**config.mk**
```make
export PLATFORM = sky130hd
export DESIGN_NAME = rf_access_arbiter_flat
export DESIGN_NICKNAME = d
export VERILOG_FILES = /design/src/rtl/rf_access_arbiter_if.sv /design/src/rtl/rf_access_arbiter.sv /design/src/flat_wrapper.sv
export SDC_FILE = /design/constraint.sdc
export NUM_CORES = 1
export LEC_CHECK = 0
export ABC_AREA = 1
export ABC_CLOCK_PERIOD_IN_PS = 1600
export BUFFER_PORTS_ARGS = -buffer_cell sky130_fd_sc_hd__buf_2
export CAP_MARGIN = 20
export CORE_MARGIN = 1.5
export CORE_UTILIZATION = 30
export CTS_CLUSTER_DIAMETER = 80
export DETAILED_ROUTE_END_ITERATION = 12
export MAX_ROUTING_LAYER = met4
export RECOVER_POWER = 100
export REMOVE_ABC_BUFFERS = 1
export SLEW_MARGIN = 25
export SYNTH_ARGS = -nofsm -noshare
export SYNTH_HDL_FRONTEND = slang
export SYNTH_SLANG_ARGS = --single-unit
```
**constraint.sdc**
```tcl
create_clock -name i_clk -period 1.6 [get_ports i_clk]
set_input_delay 0.16 -clock i_clk [delete_from_list [all_inputs] [get_ports i_clk]]
set_output_delay 0.16 -clock i_clk [all_outputs]
set_load 0.02 [all_outputs]
```
**src/rtl/rf_access_arbiter_if.sv**
```systemverilog
// rtl/rf_access_arbiter_if.sv - requester and register-file signal bundle for rf_access_arbiter
// slave is the arbiter's view; master is the requesters/RF side.
interface rf_access_arbiter_if #(
  parameter int ADDR_W = 4,
  parameter int DATA_W = 8
) ();
  logic              i_req_m0;
  logic              i_we_m0;
  logic [ADDR_W-1:0] i_addr_m0;
  logic [DATA_W-1:0] i_wdata_m0;
  logic              o_gnt_m0;
  logic              o_rvalid_m0;
  logic [DATA_W-1:0] o_rdata_m0;
  logic              o_err_m0;

  logic              i_req_m1;
  logic              i_we_m1;
  logic [ADDR_W-1:0] i_addr_m1;
  logic [DATA_W-1:0] i_wdata_m1;
  logic              o_gnt_m1;
  logic              o_rvalid_m1;
  logic [DATA_W-1:0] o_rdata_m1;
  logic              o_err_m1;

  logic              o_rf_wr_en;
  logic              o_rf_rd_en;
  logic [ADDR_W-1:0] o_rf_address;
  logic [DATA_W-1:0] o_rf_wr_data;
  logic [DATA_W-1:0] i_rf_rd_data;
  logic              i_rf_rd_valid;

  modport slave (
    input  i_req_m0, i_we_m0, i_addr_m0, i_wdata_m0,
    output o_gnt_m0, o_rvalid_m0, o_rdata_m0, o_err_m0,
    input  i_req_m1, i_we_m1, i_addr_m1, i_wdata_m1,
    output o_gnt_m1, o_rvalid_m1, o_rdata_m1, o_err_m1,
    output o_rf_wr_en, o_rf_rd_en, o_rf_address, o_rf_wr_data,
    input  i_rf_rd_data, i_rf_rd_valid
  );

  modport master (
    output i_req_m0, i_we_m0, i_addr_m0, i_wdata_m0,
    input  o_gnt_m0, o_rvalid_m0, o_rdata_m0, o_err_m0,
    output i_req_m1, i_we_m1, i_addr_m1, i_wdata_m1,
    input  o_gnt_m1, o_rvalid_m1, o_rdata_m1, o_err_m1,
    input  o_rf_wr_en, o_rf_rd_en, o_rf_address, o_rf_wr_data,
    output i_rf_rd_data, i_rf_rd_valid
  );
endinterface

```
**src/rtl/rf_access_arbiter.sv**
```systemverilog
// rtl/rf_access_arbiter.sv - round-robin arbiter sharing a single-port register file between m0 and m1
// One transaction in flight; reads abort with an error after RD_TIMEOUT wait cycles.
module rf_access_arbiter #(
  parameter int ADDR_W     = 4,
  parameter int DATA_W     = 8,
  parameter int RD_TIMEOUT = 7
) (
  input logic                i_clk,
  input logic                i_rst,
  rf_access_arbiter_if.slave bus
);
  typedef enum logic [1:0] {S_IDLE, S_WR, S_RD, S_RD_WAIT} state_t;

  localparam logic [3:0] L_TIMEOUT = 4'(RD_TIMEOUT);

  state_t     r_state;
  logic       r_rr_ptr;
  logic       r_owner;
  logic [3:0] r_cnt;

  logic              w_any_req;
  logic              w_pick_m1;
  logic              w_sel_we;
  logic [ADDR_W-1:0] w_sel_addr;
  logic [DATA_W-1:0] w_sel_wdata;
  logic [3:0]        w_cnt_next;

  // r_rr_ptr = 1 gives m1 the tie; a lone requester always wins.
  assign w_any_req   = bus.i_req_m0 | bus.i_req_m1;
  assign w_pick_m1   = bus.i_req_m1 & (~bus.i_req_m0 | r_rr_ptr);
  assign w_sel_we    = w_pick_m1 ? bus.i_we_m1    : bus.i_we_m0;
  assign w_sel_addr  = w_pick_m1 ? bus.i_addr_m1  : bus.i_addr_m0;
  assign w_sel_wdata = w_pick_m1 ? bus.i_wdata_m1 : bus.i_wdata_m0;
  assign w_cnt_next  = r_cnt + 4'd1;

  always_ff @(posedge i_clk) begin
    if (i_rst) begin
      r_state          <= S_IDLE;
      r_rr_ptr         <= 1'b0;
      r_owner          <= 1'b0;
      r_cnt            <= 4'd0;
      bus.o_gnt_m0     <= 1'b0;
      bus.o_gnt_m1     <= 1'b0;
      bus.o_rvalid_m0  <= 1'b0;
      bus.o_rvalid_m1  <= 1'b0;
      bus.o_err_m0     <= 1'b0;
      bus.o_err_m1     <= 1'b0;
      bus.o_rdata_m0   <= '0;
      bus.o_rdata_m1   <= '0;
      bus.o_rf_wr_en   <= 1'b0;
      bus.o_rf_rd_en   <= 1'b0;
      bus.o_rf_address <= '0;
      bus.o_rf_wr_data <= '0;
    end else begin
      // Grant, strobes and result flags are single-cycle pulses.
      bus.o_gnt_m0    <= 1'b0;
      bus.o_gnt_m1    <= 1'b0;
      bus.o_rvalid_m0 <= 1'b0;
      bus.o_rvalid_m1 <= 1'b0;
      bus.o_err_m0    <= 1'b0;
      bus.o_err_m1    <= 1'b0;
      bus.o_rf_wr_en  <= 1'b0;
      bus.o_rf_rd_en  <= 1'b0;

      case (r_state)
        S_IDLE: begin
          if (w_any_req) begin
            r_owner          <= w_pick_m1;
            r_rr_ptr         <= ~w_pick_m1;
            bus.o_gnt_m0     <= ~w_pick_m1;
            bus.o_gnt_m1     <= w_pick_m1;
            bus.o_rf_address <= w_sel_addr;
            bus.o_rf_wr_data <= w_sel_wdata;
            if (w_sel_we) begin
              bus.o_rf_wr_en <= 1'b1;
              r_state        <= S_WR;
            end else begin
              bus.o_rf_rd_en <= 1'b1;
              r_state        <= S_RD;
            end
          end
        end

        S_WR: r_state <= S_IDLE;

        S_RD: begin
          r_cnt   <= 4'd0;
          r_state <= S_RD_WAIT;
        end

        S_RD_WAIT: begin
          // Valid is checked first so a late answer on the last cycle still wins.
          if (bus.i_rf_rd_valid) begin
            if (r_owner) begin
              bus.o_rdata_m1  <= bus.i_rf_rd_data;
              bus.o_rvalid_m1 <= 1'b1;
            end else begin
              bus.o_rdata_m0  <= bus.i_rf_rd_data;
              bus.o_rvalid_m0 <= 1'b1;
            end
            r_state <= S_IDLE;
          end else if (w_cnt_next == L_TIMEOUT) begin
            if (r_owner) begin
              bus.o_rdata_m1 <= '0;
              bus.o_err_m1   <= 1'b1;
            end else begin
              bus.o_rdata_m0 <= '0;
              bus.o_err_m0   <= 1'b1;
            end
            r_cnt   <= w_cnt_next;
            r_state <= S_IDLE;
          end else begin
            r_cnt <= w_cnt_next;
          end
        end

        default: r_state <= S_IDLE;
      endcase
    end
  end
endmodule

```
**src/flat_wrapper.sv**
```systemverilog
// flat-port wrapper written by rule: the top's interface ports become plain ports
module rf_access_arbiter_flat 
#(
  parameter int ADDR_W     = 4,
  parameter int DATA_W     = 8,
  parameter int RD_TIMEOUT = 7
)
  (i_clk, i_rst, bus_i_req_m0, bus_i_we_m0, bus_i_addr_m0, bus_i_wdata_m0, bus_o_gnt_m0, bus_o_rvalid_m0, bus_o_rdata_m0, bus_o_err_m0, bus_i_req_m1, bus_i_we_m1, bus_i_addr_m1, bus_i_wdata_m1, bus_o_gnt_m1, bus_o_rvalid_m1, bus_o_rdata_m1, bus_o_err_m1, bus_o_rf_wr_en, bus_o_rf_rd_en, bus_o_rf_address, bus_o_rf_wr_data, bus_i_rf_rd_data, bus_i_rf_rd_valid);
  rf_access_arbiter_if #(.ADDR_W(ADDR_W), .DATA_W(DATA_W)) bus_i ();
  input logic i_clk;
  input logic i_rst;
  input wire logic [$bits(bus_i.i_req_m0)-1:0] bus_i_req_m0;
  input wire logic [$bits(bus_i.i_we_m0)-1:0] bus_i_we_m0;
  input wire logic [$bits(bus_i.i_addr_m0)-1:0] bus_i_addr_m0;
  input wire logic [$bits(bus_i.i_wdata_m0)-1:0] bus_i_wdata_m0;
  output wire logic [$bits(bus_i.o_gnt_m0)-1:0] bus_o_gnt_m0;
  output wire logic [$bits(bus_i.o_rvalid_m0)-1:0] bus_o_rvalid_m0;
  output wire logic [$bits(bus_i.o_rdata_m0)-1:0] bus_o_rdata_m0;
  output wire logic [$bits(bus_i.o_err_m0)-1:0] bus_o_err_m0;
  input wire logic [$bits(bus_i.i_req_m1)-1:0] bus_i_req_m1;
  input wire logic [$bits(bus_i.i_we_m1)-1:0] bus_i_we_m1;
  input wire logic [$bits(bus_i.i_addr_m1)-1:0] bus_i_addr_m1;
  input wire logic [$bits(bus_i.i_wdata_m1)-1:0] bus_i_wdata_m1;
  output wire logic [$bits(bus_i.o_gnt_m1)-1:0] bus_o_gnt_m1;
  output wire logic [$bits(bus_i.o_rvalid_m1)-1:0] bus_o_rvalid_m1;
  output wire logic [$bits(bus_i.o_rdata_m1)-1:0] bus_o_rdata_m1;
  output wire logic [$bits(bus_i.o_err_m1)-1:0] bus_o_err_m1;
  output wire logic [$bits(bus_i.o_rf_wr_en)-1:0] bus_o_rf_wr_en;
  output wire logic [$bits(bus_i.o_rf_rd_en)-1:0] bus_o_rf_rd_en;
  output wire logic [$bits(bus_i.o_rf_address)-1:0] bus_o_rf_address;
  output wire logic [$bits(bus_i.o_rf_wr_data)-1:0] bus_o_rf_wr_data;
  input wire logic [$bits(bus_i.i_rf_rd_data)-1:0] bus_i_rf_rd_data;
  input wire logic [$bits(bus_i.i_rf_rd_valid)-1:0] bus_i_rf_rd_valid;
  assign bus_i.i_req_m0 = bus_i_req_m0;
  assign bus_i.i_we_m0 = bus_i_we_m0;
  assign bus_i.i_addr_m0 = bus_i_addr_m0;
  assign bus_i.i_wdata_m0 = bus_i_wdata_m0;
  assign bus_o_gnt_m0 = bus_i.o_gnt_m0;
  assign bus_o_rvalid_m0 = bus_i.o_rvalid_m0;
  assign bus_o_rdata_m0 = bus_i.o_rdata_m0;
  assign bus_o_err_m0 = bus_i.o_err_m0;
  assign bus_i.i_req_m1 = bus_i_req_m1;
  assign bus_i.i_we_m1 = bus_i_we_m1;
  assign bus_i.i_addr_m1 = bus_i_addr_m1;
  assign bus_i.i_wdata_m1 = bus_i_wdata_m1;
  assign bus_o_gnt_m1 = bus_i.o_gnt_m1;
  assign bus_o_rvalid_m1 = bus_i.o_rvalid_m1;
  assign bus_o_rdata_m1 = bus_i.o_rdata_m1;
  assign bus_o_err_m1 = bus_i.o_err_m1;
  assign bus_o_rf_wr_en = bus_i.o_rf_wr_en;
  assign bus_o_rf_rd_en = bus_i.o_rf_rd_en;
  assign bus_o_rf_address = bus_i.o_rf_address;
  assign bus_o_rf_wr_data = bus_i.o_rf_wr_data;
  assign bus_i.i_rf_rd_data = bus_i_rf_rd_data;
  assign bus_i.i_rf_rd_valid = bus_i_rf_rd_valid;
  rf_access_arbiter #(.ADDR_W(ADDR_W), .DATA_W(DATA_W), .RD_TIMEOUT(RD_TIMEOUT)) u_core (.i_clk(i_clk), .i_rst(i_rst), .bus(bus_i));
endmodule
```
==> qor.yml <==
hold_viol: 0
diodes: 0
synth_cell_types: 27
insertion_delay_ns: 0.29
dieHeight_um: 83.7
critPathMaxStageDelay_ns: 0.39
synthesis.area_mm2: 0.00196
synth_warnings: 0
end_kind: "flop"
worstPathMaxFanout: 10
drt-total-wl_um: 4860
drive_above_1_share: 0.202
worst_slack_ns: 0.0985
io_buffer_count: 74
min_to: "u_core.bus.o_rf_address[2]"
ff2ff_path_depth: 12
crit_family: "simple AND/OR/NAND/NOR gates"
drv_slew: 0
period_share: 0.938
rsz0062_at_grt: "yes"
place_ws_ns: 0.0553
layout_min_cycle_time_ns: 1.50
fillers: 710
cts_root_buf: "clkbuf_8"
r2r_slack_ns: 0.1
multi_input_area_um2: 883
setup_viol: 0
syn_area_per_cell_um2: 6.91
coreArea_mm2: 0.00631
ir_worst_vdd_v: 0.000351
hpwl_um: 3500
fp.dieW_um: 83.7
clk_pin_slew_ns: 0.09
min_path_type: "primary input to flop"
hold_start: "bus_i_addr_m0[2]"
clock_skew_ns: 0.00903
ys_seq_area_frac: 0.450
gp_congestion: 0.743
grt_pass1_wl_um: 8140
crit_chain: "ha_4 > inv_1 > nand2_2 > nand2_2 > nor2_4 > nand2_2 > nand2_4 > buf_4 > nand3_4 > nand2_1 > nand2_1 > nor2_1"
nNetsFinal: 407
crit_arrival_ns: 1.73
worst_pin_slew_ns: 0.532
drtIter0Drc: 89
seqCellArea_um2: 888
final_util: 0.405
track_usage: 0.144
first_pass_iters: 5
startpoint_type: "flop"
antenna_found_initial: 0
min_path_cells: 3
critical_path_class: "flop to flop"
grt-ovfl-total: 0
power_uw: 2520
crit_path_frequent_cell: "nand2_2"
antenna_left: 0
grt_max_degree: 21
relSlewSlack: 0.645
crit_slowest_cell: "dfxtp_4"
clock_sinks: 44
wire_per_inst_um: 10.9
r2r_start: "u_core.r_cnt[0]"
numCtsBuffers: 5
initial_core_util: 0.310
std_cell_rows: 29
clk_path_buf_depth: 2
critPathBufInv: 2
io_pins: 75
cts_tree: "done"
ys_ff_latch: 44
die_area_mm2: 0.00701
powerDensity_mw_per_mm2: 986
synthCells: 283
fmax_mhz: 666
htreeDepth: 2
via_per_inst: 4.53
area_growth_pct: 30.9
cap_violations: 0
r2r-end: "u_core.bus.o_rdata_m1[2]"
cp.required_ns: 1.83
vias: 2011
status: "complete, no violations"
p_leak_uw: 0.00128
dp_cells: 432
grt_pass1_vias: 1856
startpoint: "u_core.r_cnt[0]"
route.detailed.drc: 0
fin_cells: 444
==> sequential cells by signal, indices dropped and copies added (netlist names) <==
register and count:
u_core.bus.o_err_m0 1, u_core.bus.o_err_m1 1, u_core.bus.o_gnt_m0 1, u_core.bus.o_gnt_m1 1, u_core.bus.o_rdata_m0 8, u_core.bus.o_rdata_m1 8, u_core.bus.o_rf_address 4, u_core.bus.o_rf_rd_en 1
u_core.bus.o_rf_wr_data 8, u_core.bus.o_rf_wr_en 1, u_core.bus.o_rvalid_m0 1, u_core.bus.o_rvalid_m1 1, u_core.r_cnt 4, u_core.r_owner 1, u_core.r_rr_ptr 1, u_core.r_state 2
==> worst min-delay path, stage by stage <==
cell and delay (ns):
buf_2 0.08, nand2_1 0.04, o21ai_0 0.05
==> synthesized netlist by cell type <==
cell type   n  share of area
o21ai_0     5          0.013
o21ai_1     1         0.0026
buf_2       6          0.015
a21oi_1     6          0.015
o31ai_1     1         0.0038
buf_6       1         0.0058
nor2_1     33          0.063
or2_2       1         0.0032
o21a_1      1         0.0038
ha_1        2          0.013
nor3_1      1         0.0026
inv_1      39          0.075
nand2_1    89           0.17
nand3_2     1         0.0051
clkbuf_1    5         0.0096
nand3_1    15          0.038
clkinv_1    1         0.0019
nand4_1    11          0.035
nor2_4      1         0.0058
a31oi_1     9          0.029
nand2_2     4          0.013
nor4_1      2         0.0064
a22oi_1     1         0.0038
dfxtp_1    44           0.45
nand3_4     1         0.0090
buf_4       1         0.0038
inv_2       1         0.0019
==> worst max-delay path by stage <==
stage / to / cells past startpoint
CTS: u_core.bus.o_rdata_m0[7] / 12
detailed placement: u_core.bus.o_rdata_m1[3] / 11
global route: u_core.bus.o_rdata_m1[7] / 12
global placement: u_core.bus.o_rdata_m0[5] / 11
floorplan: u_core.bus.o_rf_address[2] / 7
finish: u_core.bus.o_rdata_m1[2] / 12
==> stage by stage <==
stage | hold WS [ns] | setup TNS [ns] | cell area (µm²)
finish | 0.0656 | 0 | 2560
global route | 0.101 | -0.0850 | 2560
CTS | 0.0618 | 0 | 2540
detailed placement | 0.385 | 0 | 2440
global placement | 0.366 | 0 | 2440
floorplan | 0.229 | 0 | 1890
==> per-layer routing <==
layer,global-route usage,vias to the layer above,part of all wire
li1,-,1048,-
met1,0.172,899,0.44
met2,0.246,62,0.49
met3,0.0366,2,0.063
met4,0.0313,0,0.0033
met5,-,-,0
==> layout make-up <==
cell class	count	share of cell area
clock buffers	6	0.0283
repair buffers	89	0.168
clock inverters	2	0.0137
well taps	77	0.0376
inverters	41	0.0601
multi-input cells	185	0.345
flip-flops and latches	44	0.347
==> report_power, final <==
group / internal [µW] / switching, µW / total (µW)
Combinational: 166 / 323 / 490
Sequential: 1160 / 33.6 / 1190
Clock: 464 / 376 / 840
==> layout by cell type, fill, tap and decap left out, drive strengths merged, types with 2 or more instances in the layout <==
master | netlist | routed
nand4 | 11 | 11
nand2 | 93 | 93
nor2 | 34 | 34
a31oi | 9 | 9
nand3 | 17 | 17
o21ai | 6 | 6
nor4 | 2 | 2
ha | 2 | 2
clkbuf | 5 | 45
inv | 40 | 40
buf | 8 | 50
clkinv | 1 | 2
a21oi | 6 | 6
dfxtp | 44 | 44
==> what timing repair did <==
item	4_1_cts	5_1_grt
setup buffers	0	4
endpoints found under the setup margin	0	15
hold buffers	0	0
resized for setup	0	10
==> cells by family after synthesis <==
family                   count (synthesis)  share of synthesized area
AO/OA/AOI/OAI                           24                     0.0710
flip-flops                              44                      0.450
adder cells (fa/ha/maj)                  2                     0.0128
buffers and inverters                   54                      0.113
AND/OR/NAND/NOR                        159                      0.353
No activity file was read; power rests on OpenSTA's default activity.
